--- src/rtl/fifo_rd_pkg.sv ---
// Shared types and constants for the FIFO read-port to valid/ready stream adapter.
// Output buffer depth is one word more than the FIFO read latency so a full pipe never stalls.
package fifo_rd_pkg;

    localparam int RD_LAT_NOREG = 1;
    localparam int RD_LAT_OREG  = 2;
    localparam int LVL_W        = 2;

    typedef logic [LVL_W-1:0] buf_lvl_t;

    function automatic int buf_depth(input int rd_latency);
        return (rd_latency == RD_LAT_OREG) ? RD_LAT_OREG + 1 : RD_LAT_NOREG + 1;
    endfunction

endpackage

--- src/rtl/fifo_rd_skid_buf.sv ---
// Small register FIFO holding words returned by the read port; entry 0 is always the oldest.
// Zero-latency pop, one-cycle push-to-visible; clear dominates push/pop and resets the level.
module fifo_rd_skid_buf
    import fifo_rd_pkg::*;
#(
    parameter int DATA_WIDTH = 8,
    parameter int DEPTH      = 2
) (
    input  logic                  clk,
    input  logic                  rst_n,
    input  logic                  i_push,
    input  logic [DATA_WIDTH-1:0] i_push_dat,
    input  logic                  i_pop,
    input  logic                  i_clear,
    output logic [DATA_WIDTH-1:0] o_dat,
    output buf_lvl_t              o_level
);

    logic [DATA_WIDTH-1:0] r_mem [DEPTH];
    buf_lvl_t              r_level;
    logic [DATA_WIDTH-1:0] w_mem_nxt [DEPTH];
    buf_lvl_t              w_wr_idx;
    buf_lvl_t              w_level_nxt;

    // A push alongside a pop lands one slot lower, since everything shifts down.
    assign w_wr_idx    = r_level - buf_lvl_t'(i_pop);
    assign w_level_nxt = r_level + buf_lvl_t'(i_push) - buf_lvl_t'(i_pop);

    always_comb begin
        w_mem_nxt = r_mem;
        for (int i = 0; i < DEPTH - 1; i++) begin
            if (i_pop) begin
                w_mem_nxt[i] = r_mem[i+1];
            end
        end
        for (int i = 0; i < DEPTH; i++) begin
            if (i_push && (buf_lvl_t'(i) == w_wr_idx)) begin
                w_mem_nxt[i] = i_push_dat;
            end
        end
    end

    always_ff @(posedge clk or negedge rst_n) begin
        if (!rst_n) begin
            for (int i = 0; i < DEPTH; i++) begin
                r_mem[i] <= '0;
            end
            r_level <= '0;
        end else if (i_clear) begin
            r_level <= '0;
        end else begin
            r_mem   <= w_mem_nxt;
            r_level <= w_level_nxt;
        end
    end

    assign o_dat   = r_mem[0];
    assign o_level = r_level;

    a_no_overflow: assert property (@(posedge clk) disable iff (!rst_n)
        !(i_push && !i_pop && !i_clear && (r_level == buf_lvl_t'(DEPTH))));

endmodule

--- src/rtl/fifo_rd_stream.sv ---
// Turns a standard-mode FIFO read port into a valid/ready stream; RD_LATENCY+1 cycles rd_en to m_valid.
// Reads are issued only when buffer space is guaranteed for every in-flight word, so m_ready may drop at any time.
module fifo_rd_stream
    import fifo_rd_pkg::*;
#(
    parameter int DATA_WIDTH = 8,
    parameter int RD_LATENCY = 1,
    parameter int CNT_WIDTH  = 16
) (
    input  logic                  rd_clk,
    input  logic                  rd_rst_n,
    output logic                  rd_en,
    input  logic                  rd_empty,
    input  logic [DATA_WIDTH-1:0] rd_data,
    output logic                  rd_oce,
    input  logic                  flush,
    output logic                  m_valid,
    input  logic                  m_ready,
    output logic [DATA_WIDTH-1:0] m_data,
    output logic [1:0]            buf_level,
    output logic [CNT_WIDTH-1:0]  beat_cnt
);

    localparam int BUF_DEPTH = buf_depth(RD_LATENCY);

    logic [1:0]            r_rst_sync;
    logic [RD_LATENCY-1:0] r_infl;
    logic [CNT_WIDTH-1:0]  r_beat_cnt;

    logic [RD_LATENCY-1:0] w_infl_nxt;
    logic [2:0]            w_infl_cnt;
    logic [2:0]            w_occ;
    logic                  w_pop;
    logic                  w_land;
    buf_lvl_t              w_level;

    // Reset release is retimed so the first read cannot race the deassertion edge.
    always_ff @(posedge rd_clk or negedge rd_rst_n) begin
        if (!rd_rst_n) begin
            r_rst_sync <= '0;
        end else begin
            r_rst_sync <= {r_rst_sync[0], 1'b1};
        end
    end

    assign w_pop      = m_valid & m_ready;
    assign w_land     = r_infl[RD_LATENCY-1];
    assign w_infl_cnt = 3'($countones(r_infl));
    assign w_occ      = {1'b0, w_level} + w_infl_cnt - {2'b00, w_pop};

    assign rd_en  = r_rst_sync[1] & ~rd_empty & ~flush & (w_occ < 3'(BUF_DEPTH));
    assign rd_oce = 1'b1;

    generate
        if (RD_LATENCY > 1) begin : g_shift
            assign w_infl_nxt = {r_infl[RD_LATENCY-2:0], rd_en};
        end else begin : g_single
            assign w_infl_nxt = rd_en;
        end
    endgenerate

    always_ff @(posedge rd_clk or negedge rd_rst_n) begin
        if (!rd_rst_n) begin
            r_infl <= '0;
        end else if (flush) begin
            r_infl <= '0;
        end else begin
            r_infl <= w_infl_nxt;
        end
    end

    always_ff @(posedge rd_clk or negedge rd_rst_n) begin
        if (!rd_rst_n) begin
            r_beat_cnt <= '0;
        end else if (w_pop) begin
            r_beat_cnt <= r_beat_cnt + 1'b1;
        end
    end

    fifo_rd_skid_buf #(
        .DATA_WIDTH (DATA_WIDTH),
        .DEPTH      (BUF_DEPTH)
    ) u_skid_buf (
        .clk        (rd_clk),
        .rst_n      (rd_rst_n),
        .i_push     (w_land),
        .i_push_dat (rd_data),
        .i_pop      (w_pop),
        .i_clear    (flush),
        .o_dat      (m_data),
        .o_level    (w_level)
    );

    assign m_valid   = (w_level != '0);
    assign buf_level = w_level;
    assign beat_cnt  = r_beat_cnt;

endmodule

--- config.mk ---
export PLATFORM = sky130hd
export DESIGN_NAME = fifo_rd_stream
export DESIGN_NICKNAME = d
export VERILOG_FILES = /design/src/rtl/fifo_rd_pkg.sv /design/src/rtl/fifo_rd_skid_buf.sv /design/src/rtl/fifo_rd_stream.sv
export SDC_FILE = /design/constraint.sdc
export NUM_CORES = 1
export LEC_CHECK = 0
export CAP_MARGIN = 20
export CORE_MARGIN = 5
export CORE_UTILIZATION = 33
export CTS_BUF_LIST = sky130_fd_sc_hd__clkbuf_8 sky130_fd_sc_hd__clkbuf_16
export DETAILED_ROUTE_END_ITERATION = 8
export PLACE_DENSITY_LB_ADDON = 0.08
export SYNTH_ARGS = -nofsm -noshare
export SYNTH_HDL_FRONTEND = slang
export SYNTH_SLANG_ARGS = --single-unit
export TNS_END_PERCENT = 10
--- constraint.sdc ---
create_clock -name rd_clk -period 3.25 [get_ports rd_clk]
set_input_delay 0.65 -clock rd_clk [delete_from_list [all_inputs] [get_ports rd_clk]]
set_output_delay 0.65 -clock rd_clk [all_outputs]
set_load 0.05 [all_outputs]
==> results.tsv <==
metric	value	unit
vias	1186	
nFillCells	503	
flow.area_growth_from_synthesis	35.02	%
detail_route.drc_violations	0	
initial_core_util	33.86	%
postRouteAntennaNets	0	
post_detailed_route_via_to_cell_ratio	4.544	
cp.required	2.60	ns
achievable-frequency	314.5	MHz
finalWorstSetupSlack	0.07063	ns
synth_cell_type_count	30	
post_layout_instance_area	2335	um2
clk_pin_slew_worst_paths	0.06	ns
worstReg2RegStart	u_skid_buf.o_level[1]$_DFF_PN0_	
worst_case_vdd_ir_drop	0.0005504	V
cts_tree	done	
critical_path.slowest_cell	fa_1	
finalSetupTns	0	ns
postSynth.topFlopCell	dfrtp_1	
crit_path_max_fanout	4	
globalRouteOverflowTotal	0	
grt_antenna_before_repair	0	
worst_pin_slew	0.8234	ns
first_pass_iters	4	
ys_top_cells_by_area	dfrtp_1 (54%), xnor2_1 (5.6%), mux2_2 (5.2%)	
synthDominantCellAreaShare	53.55	%
grt_pass1_wl	6072	um
critPathKind	flip-flop to primary output	
yosysTopAreaCell	dfrtp_1	
preCtsSetupSlack	-0.2324	ns
placed_insts	251	
finalCritPeriodShare	97.83	%
pwr_density_cell	804.7	nW/um2
final_net_count	208	
synth-async-reset-ratio	100.0	%
syn_avg_cell_area	11.84	um2
synthCells	146	
startpoint_type	flip-flop	
worst_hold_path_type	flip-flop to flip-flop	
placed_cell_area	2220	um2
hold_depth	0	
chipHeight	82.39	um
hold_violation_total_from_the_final_report	0	
finalCoreUtilization	45.71	%
run_status	finished, final reports clean	
max_root_sink_buffers	2	
timing.hold.worst_endpoint	r_rst_sync[1]$_DFF_PN0_	
routed_wirelength	3551	um
startpoint	u_skid_buf.o_level[1]$_DFF_PN0_	
drt_iter0_drc	33	
synth_edf_count	0	
placeableCoreArea	5107	um2
clock_insertion_delay_worst_skew	0.28	ns
power.leakage	0.001022	uW
cts-buffers-inserted	5	
n_antenna_cell	0	
timing.reg2reg.worst_path_depth	7	
grt_pass1_vias	1281	
root_buffer_selected_by_cts	clkbuf_8	
setup_viol	0	
rr_endpoint	u_skid_buf.r_mem[7]$_DFFE_PN0P_	
holdCritStartpoint	r_rst_sync[0]$_DFF_PN0_	
reg2reg_slack	0.96	ns
fin_worst_skew	0.007754	ns
buffer_ports.inserted	40	
largest_net_degree_at_the_start_of_global_routing	38	
place.gp.congestion	0.7423	
groute.usage.overall	11.93	%
rsz0062_at_grt	true	
final_cells	261	
netlist_area	1729	um2
end_kind	primary output	
drt-wirelength-per-cell	13.61	um
floorplan_die_width	82.39	um
drv_slew	0	
ios	42	
fp-row-count	26	
cap_viol_max_count	0	
arrival	2.53	ns
flip_flop_and_latch_count_after_synthesis	37	
worstPathCellList	o21ai_4, inv_2, ha_4, inv_2, ha_4, inv_2, fa_1, nand2_2, nor4_4, buf_12	
dieArea	6787	um2
path_common_cell	inv_2	
max_stage_delay	0.54	ns
relative_max_transition_margin	45.11	%
cts.sinks	37	
drive_gt1_share	21.99	%
cts.htree.levels	2	
fin_crit	3.179	ns
hpwlAfterDp	2568	um
synth-warning-count	0	
share_of_synthesized_area_occupied_by_flip_flops_and_latches	53.55	%
==> cell families after synthesis <==
group	after synthesis	synth area share, %
fa+ha+maj	5	4.052
simple gates	43	15.05
mux	8	5.210
xor+xnor	16	8.104
flops	37	53.55
other cells	1	0.2169
compound gates	19	8.105
buf+inv	17	5.715
==> cells in the final DEF (no fill, tap or decap), drive strengths merged <==
master,netlist,routed
nand4,5,5
mux2,8,8
and3,4,4
nor4b,1,1
clkdlybuf4s50,0,37
nor3,2,2
fa,1,1
and3b,1,1
nor2b,1,1
nand2,20,20
dfrtp,37,37
nor2,4,4
and4,1,1
ha,4,4
buf,10,9
nand3,2,2
a22oi,8,8
conb,1,2
o21ai,9,9
xor2,5,5
xnor2,11,11
clkbuf,1,7
o21bai,1,1
o2111a,1,1
inv,6,8
nor4,2,2
==> through the flow <==
stage / hold WS [ns] / power [uW]
floorplan: 0.3312 / 1298
global placement: 0.3388 / 1534
detailed placement: 0.3413 / 1544
CTS: 0.3571 / 1871
global route: 0.3696 / 2008
finish: 0.3541 / 1879
==> area by class of cell <==
| type | count | area, um2 | area share (%) |
|---|---|---|---|
| Inverter | 6 | 22.52 | 0.9646 |
| Timing Repair Buffer | 47 | 452.9 | 19.40 |
| Clock buffer | 6 | 82.58 | 3.537 |
| Tap cell | 70 | 87.58 | 3.751 |
| Clock inverter | 2 | 7.507 | 0.3215 |
| Multi-Input combinational cell | 93 | 750.7 | 32.15 |
| Sequential cell | 37 | 930.9 | 39.87 |
==> what timing repair did <==
action | CTS | global route
pin swaps | 1 | 4
buffers inserted | 0 | 2
endpoints found under the setup margin | 1 | 1
resized for setup | 1 | 7
hold buffers | 0 | 0
endpoints found under the hold margin | 0 | 0
==> state kept, by name (all words and copies together), names as in the netlist <==
| name | cells |
|---|---|
| beat_cnt | 16 |
| u_skid_buf.o_dat | 8 |
| u_skid_buf.r_mem | 8 |
| r_rst_sync | 2 |
| u_skid_buf.o_level | 2 |
| r_infl | 1 |
==> worst max-delay path: cells and delay by family (launching register included) <==
family	cells	cell delay, ns
flip-flops	1	0.51
AND/OR/NAND/NOR	2	0.41
AO/OA/AOI/OAI	1	0.14
adder cells (fa/ha/maj)	3	0.87
buffers and inverters	4	0.33
==> synthesized netlist by cell type, types with 2 or more instances <==
library cell  number
xor2_1             5
and3_1             3
ha_1               4
nand4_1            4
buf_4              9
o21ai_0            8
nor3_2             2
mux2_2             8
dfrtp_1           37
inv_1              6
nand2_1           20
xnor2_1           11
nand3_1            2
nor2_1             3
nor4_1             2
a22oi_1            8
==> how the worst max path moves through the flow <==
stage / to / slack (ns) / cells past startpoint
finish: rd_en / 0.07 / 10
global route: rd_en / -0.07 / 10
CTS: rd_en / 0.05 / 11
detailed placement: rd_en / -0.23 / 11
global placement: rd_en / -0.21 / 11
floorplan: rd_en / 0.009 / 9
==> power by group <==
| group | internal, uW | leakage [uW] | switching (uW) | total [uW] |
|---|---|---|---|---|
| Sequential | 572 | 0.000491 | 91.7 | 664 |
| Clock | 167 | 0.0000538 | 147 | 314 |
| Combinational | 355 | 0.000477 | 546 | 901 |
| Total | 1090 | 0.00102 | 786 | 1880 |
==> per-layer routing <==
| metal | up-vias | track usage, % | wire length (um) |
|---|---|---|---|
| met5 | - | 0 | 0 |
| met4 | 0 | 4.485 | 33 |
| met3 | 4 | 2.928 | 207 |
| met2 | 33 | 19.63 | 1735 |
| met1 | 572 | 15.08 | 1574 |
| li1 | 577 | - | - |
No activity file was read; power rests on OpenSTA's default activity.
